`src/rtl/fetch_unit.sv`:
```
// Purpose: instruction fetch sequencer (REQ -> WAIT -> HOLD) against a 1-cycle-latency ROM.
// Latency: instr_valid rises 2 cycles after entering REQ; at most one instruction per 3 cycles.
// Backpressure: HOLD keeps instr/pc stable until instr_valid && instr_ready; jump/increment applies only then.
module fetch_unit (
    input  logic       clk,
    input  logic       n_reset,
    output logic [3:0] rom_addr,
    input  logic [7:0] rom_data,
    output logic [3:0] pc,
    output logic [7:0] instr,
    output logic       instr_valid,
    input  logic       instr_ready,
    input  logic       jmp_en,
    input  logic [3:0] jmp_addr,
    output logic       pc_wrap
);

    typedef enum logic [1:0] {
        S_REQ  = 2'd0,
        S_WAIT = 2'd1,
        S_HOLD = 2'd2
    } state_t;

    state_t     state_q, state_d;
    logic [3:0] pc_q, pc_d;
    logic [3:0] rom_addr_q, rom_addr_d;
    logic [7:0] instr_q, instr_d;
    logic       instr_valid_q, instr_valid_d;
    logic       pc_wrap_q, pc_wrap_d;
    logic [3:0] next_pc;
    logic       accept;

    // Valid is only ever high in HOLD, so this is also "HOLD and ready".
    assign accept = instr_valid_q && instr_ready;

    // Address of the next fetch once the held instruction is taken.
    always_comb begin
        next_pc = pc_q + 4'd1;
        if (jmp_en) begin
            next_pc = jmp_addr;
        end
    end

    // Next-state logic: every output is registered, so all of it is computed here.
    always_comb begin
        state_d       = state_q;
        pc_d          = pc_q;
        rom_addr_d    = rom_addr_q;
        instr_d       = instr_q;
        instr_valid_d = instr_valid_q;
        pc_wrap_d     = 1'b0;
        case (state_q)
            S_REQ: begin
                // rom_addr already equals pc; the ROM samples it on this edge.
                state_d = S_WAIT;
            end
            S_WAIT: begin
                instr_d       = rom_data;
                instr_valid_d = 1'b1;
                state_d       = S_HOLD;
            end
            S_HOLD: begin
                if (accept) begin
                    state_d       = S_REQ;
                    instr_valid_d = 1'b0;
                    pc_d          = next_pc;
                    // rom_addr moves together with pc, only when entering REQ.
                    rom_addr_d    = next_pc;
                    // Wrap is an increment-only event; a jump to 0 never flags it.
                    pc_wrap_d     = !jmp_en && (pc_q == 4'hF);
                end
            end
            default: begin
                state_d       = S_REQ;
                instr_valid_d = 1'b0;
            end
        endcase
    end

    // State and output registers; reset discards any in-flight fetch and restarts at address 0.
    always_ff @(posedge clk or negedge n_reset) begin
        if (!n_reset) begin
            state_q       <= S_REQ;
            pc_q          <= 4'h0;
            rom_addr_q    <= 4'h0;
            instr_q       <= 8'h00;
            instr_valid_q <= 1'b0;
            pc_wrap_q     <= 1'b0;
        end else begin
            state_q       <= state_d;
            pc_q          <= pc_d;
            rom_addr_q    <= rom_addr_d;
            instr_q       <= instr_d;
            instr_valid_q <= instr_valid_d;
            pc_wrap_q     <= pc_wrap_d;
        end
    end

    assign rom_addr    = rom_addr_q;
    assign pc          = pc_q;
    assign instr       = instr_q;
    assign instr_valid = instr_valid_q;
    assign pc_wrap     = pc_wrap_q;

endmodule

```
`config.mk`:
```
export PLATFORM = sky130hd
export DESIGN_NAME = fetch_unit
export DESIGN_NICKNAME = d
export VERILOG_FILES = /design/src/rtl/fetch_unit.sv
export SDC_FILE = /design/constraint.sdc
export NUM_CORES = 1
export LEC_CHECK = 0
export CAP_MARGIN = 20
export CORE_MARGIN = 4
export CORE_UTILIZATION = 42
export DETAILED_ROUTE_END_ITERATION = 10
export PLACE_DENSITY = 0.91
export SYNTH_ARGS = -nofsm -noshare
export SYNTH_HDL_FRONTEND = slang
export SYNTH_SLANG_ARGS = --single-unit
export TNS_END_PERCENT = 50
```
`constraint.sdc`:
```
create_clock -name clk -period 3.2 [get_ports clk]
set_clock_uncertainty 0.2 [all_clocks]
set_input_delay 0.64 -clock clk [delete_from_list [all_inputs] [get_ports clk]]
set_output_delay 0.64 -clock clk [all_outputs]
set_load 0.05 [all_outputs]
```
==> results.json, run 1 <==
{
  "outcome": "finished clean",
  "die_area_um2": 2500,
  "ys_warn_count": 0,
  "r2r_start": "state_q[0]$_DFFE_PN0P_",
  "synth-simple-area-share_pct": 14.0,
  "synthesis.area_um2": 741,
  "tightest_slew_ns": 0.766,
  "cp_data_required_time_ns": 2.36,
  "ys_seq_area_share_pct": 54.1,
  "rsz0062_at_grt": "false",
  "root_buffer": "clkbuf_4",
  "crit_fanout": 7,
  "num_vias": 558,
  "worstSetupPathType": "reg2out",
  "tns_ns": 0,
  "slowest_delay_ns": 0.85,
  "cp.arrival_ns": 1.59,
  "clock-sinks": 16,
  "min-delay-start": "instr[7]$_DFFE_PN0P_",
  "yosys_register_bits": 16,
  "relSlewSlack_pct": 48.9,
  "period_minus_slack_ns": 2.43,
  "core_area_um2": 1580,
  "drive_gt1_share_pct": 6.45,
  "ios": 34,
  "gr-total-overflow": 0,
  "synth.distinct_cells": 26,
  "initial_utilization_pct": 47.0,
  "vdd_drop_max_mv": 0.634,
  "cts_tree": "done",
  "clock_latency_ns": 0.28,
  "wl_per_cell_um": 14.6,
  "synth_top_family_by_area": "multiplexers",
  "ctsLongestPathBuffers": 2,
  "grt_max_degree": 17,
  "cts_resized": 0,
  "hold_class": "reg2reg",
  "antenna_found_initial": 0,
  "fmax_ghz": 0.412,
  "syn_inst": 63,
  "timing.hold.ws_ns": 0.290,
  "final_hold_viol_count": 0,
  "diodes": 0,
  "whs_endpoint": "instr[7]$_DFFE_PN0P_",
  "slowest_stage": "clkdlybuf4s50_1",
  "htreeDepth": 1,
  "reg2regPathDepth": 2,
  "port_buffers": 33,
  "place.gp.congestion": 0.704,
  "wl_um": 1590,
  "post_cts_buffers": 0,
  "rrSetupSlack_ns": 1.45,
  "cpLargestDelayFamily": "buffers and inverters",
  "synthAdderAreaFrac_pct": 1.69,
  "finalCritPeriodShare_pct": 75.9,
  "dp_hpwl_um": 1230,
  "syn_area_per_cell_um2": 11.8,
  "synth_xor_area_share_pct": 0,
  "track_usage_pct": 14.1,
  "post-route-util_pct": 68.1,
  "syn2layout_area_growth_pct": 44.9,
  "clkTransAtPathRegs_ns": 0.09,
  "cts_hold_buf": 0,
  "cp-start-kind": "flip-flop",
  "syn-num-nets": 80,
  "hold_depth": 1,
  "die_h_um": 50.0,
  "routed_via_density": 5.12,
  "die_w_um": 50.0,
  "slew_violations": 0,
  "path_cells": "clkdlybuf4s50_1",
  "worstSetupEndpointType": "primary output",
  "dr.pass1.iters": 4,
  "setup_violations": 0,
  "grt_pass1_wl_um": 2670,
  "synth.mux.area_fraction_pct": 14.9,
  "grt_pass1_vias": 591,
  "nets": 111,
  "worstPathBufferInverterCount": 1,
  "ant_nets": 0,
  "cellPowerDensity_nw_per_um2": 1130,
  "synth_compound_area_share_pct": 7.09,
  "remaining_drc_errors": 0,
  "drv_cap": 0,
  "reg2reg_to": "instr[0]$_DFFE_PN0P_",
  "drtIter0Drc": 5,
  "numCtsBuffers": 3,
  "num_rows": 14,
  "p_total_w": 0.00121,
  "p_leak_nw": 0.463
}
-- cell usage after synthesis (all sizes together) --
| master | count | area (µm²) |
|---|---|---|
| a211o | 1 | 8.76 |
| nor4 | 1 | 12.5 |
| ha | 1 | 12.5 |
| dfrtp | 16 | 400 |
| nand2b | 1 | 6.26 |
| a22o | 1 | 8.76 |
| a21oi | 1 | 5.00 |
| and2b | 1 | 7.51 |
| or2 | 1 | 6.26 |
| nand4 | 1 | 6.26 |
| o21a | 1 | 7.51 |
| inv | 2 | 7.51 |
| nand4b | 1 | 8.76 |
| mux2i | 2 | 20.0 |
| nand3 | 1 | 5.00 |
| clkbuf | 1 | 5.00 |
| buf | 6 | 48.8 |
| a21o | 1 | 7.51 |
| nor2b | 1 | 6.26 |
| mux2 | 8 | 90.1 |
| o21ai | 3 | 15.0 |
| nor3 | 3 | 15.0 |
| nand2 | 4 | 15.0 |
| nor2 | 4 | 15.0 |
-- state kept, by name, summed over array words and instances (netlist names) --
register / flops
rom_addr: 4
state_q: 2
pc_wrap: 1
instr_valid: 1
instr: 8
-- stage by stage --
step                      worst slack, ns  instances  instance area, µm²
after floorplan                      1.39         63                 741
after global placement              0.952        105                1040
after detailed placement            0.832        105                1040
after CTS                           0.757        109                1070
after global routing                0.699        109                1070
final                               0.770        109                1070
-- final cells by class --
type / instances / area, µm²
repair buffers: 33 / 330
flip-flops and latches: 16 / 400
inverters: 2 / 7.51
clock buffers: 4 / 36.3
multi-input cells: 38 / 279
well taps: 16 / 20.0
fillers: 121 / 503
-- report_power, final --
| part | total [W] | leakage (nW) | internal (W) | switching (W) |
|---|---|---|---|---|
| clock | 0.000131 | 0.0210 | 0.0000692 | 0.0000614 |
| sequential | 0.000363 | 0.196 | 0.000291 | 0.0000713 |
| combinational | 0.000720 | 0.247 | 0.000261 | 0.000458 |
-- cell families after synthesis --
| logic type | count (synthesis) |
|---|---|
| and+or+nand+nor | 19 |
| muxes | 10 |
| buffers and inverters | 9 |
| DFF | 16 |
| adders and majority gates | 1 |
| AOI/OAI and AO/OA | 8 |
-- cell usage in the layout, fill, tap and decap left out, types with 2 or more instances in the layout --
| cell type | netlist | layout |
|---|---|---|
| nand2_1 | 4 | 4 |
| mux2_1 | 8 | 8 |
| o21ai_1 | 2 | 2 |
| inv_1 | 2 | 2 |
| clkdlybuf4s50_1 | 0 | 33 |
| mux2i_1 | 2 | 2 |
| dfrtp_1 | 16 | 16 |
| clkbuf_4 | 0 | 3 |
| nor2_1 | 4 | 4 |
| nor3_1 | 3 | 3 |
-- layer usage --
layer	vias to the layer above	track usage [%]	wire length (µm)
li1	272	-	-
met1	270	16.3	651
met2	14	25.0	860
met3	2	1.20	54
met4	0	8.29	19
met5	-	0	0
-- worst max-delay path by stage --
stage | startpoint | end | slack [ns] | cells past startpoint
6_report | rom_addr[2]$_DFFE_PN0P_ | pc[2] | 0.77 | 1
3_3_place_gp | instr_ready | rom_addr[3]$_DFFE_PN0P_ | 0.95 | 4
5_1_grt | rom_addr[2]$_DFFE_PN0P_ | rom_addr[2] | 0.70 | 1
2_1_floorplan | rom_addr[2]$_DFFE_PN0P_ | rom_addr[2] | 1.39 | 1
3_5_place_dp | instr_ready | rom_addr[3]$_DFFE_PN0P_ | 0.83 | 4
4_1_cts | rom_addr[2]$_DFFE_PN0P_ | pc[2] | 0.76 | 1
No activity file was read; power rests on OpenSTA's default activity.
==> inputs of run 2 (changes only) <==
--- a/config.mk
+++ b/config.mk
@@ -7,9 +7,9 @@
 export LEC_CHECK = 0
 export CAP_MARGIN = 20
 export CORE_MARGIN = 4
-export CORE_UTILIZATION = 42
+export CORE_UTILIZATION = 39
 export DETAILED_ROUTE_END_ITERATION = 10
-export PLACE_DENSITY = 0.91
+export PLACE_DENSITY = 0.86
 export SYNTH_ARGS = -nofsm -noshare
 export SYNTH_HDL_FRONTEND = slang
 export SYNTH_SLANG_ARGS = --single-unit
==> constraint.sdc (replaced) <==
create_clock -name clk -period 2.55 [get_ports clk]
set_clock_uncertainty 0.2 [all_clocks]
set_input_delay 0.51 -clock clk [delete_from_list [all_inputs] [get_ports clk]]
set_output_delay 0.51 -clock clk [all_outputs]
set_load 0.05 [all_outputs]
==> run 2 against run 1 <==
Setup slack lost 0.52 ns; cell area shrank 0.23%; first-iteration DRC count shrank 40%; clock-buffer cell count shrank 1; total power grew 21%; largest power group unchanged; die area grew 6.4%; cell count grew 7.3%; combinational power grew 24%.
==> results.json, run 2 (synthesis gave the netlist of run 1 again) <==
{
  "multi_input_area_um2": 279,
  "crit_path_end": "rom_addr[2]",
  "slew_violations": 0,
  "port_buffers": 33,
  "grt_pass1_wl_um": 2490,
  "vdd_drop_max_mv": 0.729,
  "setup_violations": 0,
  "root_buffer": "clkbuf_4",
  "ctsLongestPathBuffers": 2,
  "drive_gt1_share_pct": 5.43,
  "rsz0062_at_grt": "false",
  "cts_resized": 0,
  "rrSetupSlack_ns": 0.81,
  "cp_data_required_time_ns": 1.84,
  "track_usage_pct": 12.7,
  "p_int_w": 0.000749,
  "dp_hpwl_um": 1140,
  "cpLargestDelayFamily": "buffers and inverters",
  "crit_start": "rom_addr[2]$_DFFE_PN0P_",
  "use_met2_pct": 22.5,
  "final_common_cell": "clkdlybuf4s50_1",
  "mostFrequentLayoutCells": "33 x clkdlybuf4s50_1, 16 x dfrtp_1, 8 x mux2_1",
  "syn2layout_area_growth_pct": 44.6,
  "period_minus_slack_ns": 2.30,
  "power.share.clock_pct": 8.5,
  "final_hold_viol_count": 0,
  "seq_power_share_pct": 30.7,
  "cp.depth": 1,
  "cts_hold_buf": 0,
  "grt_max_degree": 17,
  "htreeDepth": 1,
  "routed_via_density": 4.86,
  "clkTransAtPathRegs_ns": 0.09,
  "combPwrFrac_pct": 60.8,
  "diodes": 0,
  "numCtsBuffers": 3,
  "p_total_w": 0.00147,
  "wl_um": 1520,
  "die_area_um2": 2660,
  "die_w_um": 51.6,
  "dr.pass1.iters": 6,
  "num_rows": 15,
  "cp.arrival_ns": 1.59,
  "p_leak_nw": 0.456,
  "tns_ns": 0,
  "outcome": "finished clean",
  "path_cells": "clkdlybuf4s50_1",
  "cp-start-kind": "flip-flop",
  "num_vias": 569,
  "finalCritPeriodShare_pct": 90.0,
  "wl_per_cell_um": 13.0,
  "switchingPower_w": 0.000725,
  "worstSetupPathType": "reg2out",
  "initial_utilization_pct": 42.0,
  "ant_nets": 0,
  "hold_class": "reg2reg",
  "pre_cts_ws_ns": 0.326,
  "drv_cap": 0,
  "crit_fanout": 7,
  "use_met1_pct": 13.8,
  "regArea_um2": 400,
  "fmax_ghz": 0.436,
  "fillers": 170,
  "gr-max-usage-layer": "met2",
  "worstSetupEndpointType": "primary output",
  "cellPowerDensity_nw_per_um2": 1380,
  "timing.hold.ws_ns": 0.292,
  "largest_reg_flops": 8,
  "worstPathBufferInverterCount": 1,
  "die_h_um": 51.6,
  "clock-sinks": 16,
  "fin_ws_ns": 0.255,
  "drtIter0Drc": 3,
  "post_cts_buffers": 0,
  "core_area_um2": 1760,
  "r2r_start": "state_q[1]$_DFFE_PN0P_",
  "relSlewSlack_pct": 50.7,
  "reg2reg_to": "instr[6]$_DFFE_PN0P_",
  "place.gp.congestion": 0.723,
  "tightest_slew_ns": 0.738,
  "ios": 34,
  "cts_tree": "done",
  "clock_latency_ns": 0.28,
  "gr-total-overflow": 0,
  "reg2regPathDepth": 2,
  "antenna_found_initial": 0,
  "slowest_delay_ns": 0.84,
  "grt_util_met3_pct": 1.43,
  "nets": 111,
  "p_sw_share_pct": 49.2,
  "slowest_stage": "clkdlybuf4s50_1",
  "grt_pass1_vias": 605,
  "remaining_drc_errors": 0
}
## run 2: final cells by class
| type | instances | area share, % |
|---|---|---|
| Clock buffer | 3 | 2.10 |
| Inverter | 2 | 0.701 |
| Multi-Input combinational cell | 38 | 26.1 |
| Sequential cell | 16 | 37.4 |
| Tap cell | 25 | 2.92 |
| Timing Repair Buffer | 33 | 30.8 |
## run 2: worst reg2reg max path, delay by kind of cell, from the launching register on
kind          cells  cell delay (ns)
flops             1             0.43
mux               1             0.39
simple gates      1             0.60
## run 2: routing by layer
| layer | routed length [µm] | part of all wire (%) |
|---|---|---|
| met2 | 817 | 54 |
| met3 | 76 | 5.0 |
| met5 | 0 | 0 |
| met4 | 31 | 2.0 |
| met1 | 598 | 39 |
## run 2: worst min-delay path by stage
stage | startpoint | to | slack [ns] | depth (start not counted)
3_5_place_dp | state_q[1]$_DFFE_PN0P_ | state_q[0]$_DFFE_PN0P_ | 0.27 | 1
3_3_place_gp | instr[6]$_DFFE_PN0P_ | instr[6]$_DFFE_PN0P_ | 0.27 | 1
5_1_grt | instr[1]$_DFFE_PN0P_ | instr[1]$_DFFE_PN0P_ | 0.32 | 1
4_1_cts | instr[3]$_DFFE_PN0P_ | instr[3]$_DFFE_PN0P_ | 0.30 | 1
2_1_floorplan | n_reset | instr[0]$_DFFE_PN0P_ | 0.01 | 0
6_report | instr[0]$_DFFE_PN0P_ | instr[0]$_DFFE_PN0P_ | 0.29 | 1
## run 2: power groups by stage
stage	combinational [W]	clock, W	sequential (W)
floorplan	0.000314	0	0.000783
global placement	0.000890	0	0.000451
global route	0.000944	0.000142	0.000474
finish	0.000896	0.000125	0.000453
detailed placement	0.000904	0	0.000457
CTS	0.000905	0.000131	0.000454
## run 2: per-stage QoR
stage	utilization, %	instance area (µm²)	std cells
finish	60.7	1070	117
global route	60.7	1070	117
CTS	60.7	1070	117
detailed placement	59.4	1050	114
global placement	59.4	1050	114
floorplan	-	741	63
==> inputs of run 3 (changes only) <==
--- a/config.mk
+++ b/config.mk
@@ -13,4 +13,4 @@
 export SYNTH_ARGS = -nofsm -noshare
 export SYNTH_HDL_FRONTEND = slang
 export SYNTH_SLANG_ARGS = --single-unit
-export TNS_END_PERCENT = 50
+export TNS_END_PERCENT = 10
==> results of run 3 <==
The final DEF is identical to that of run 2; final timing and power are the same.
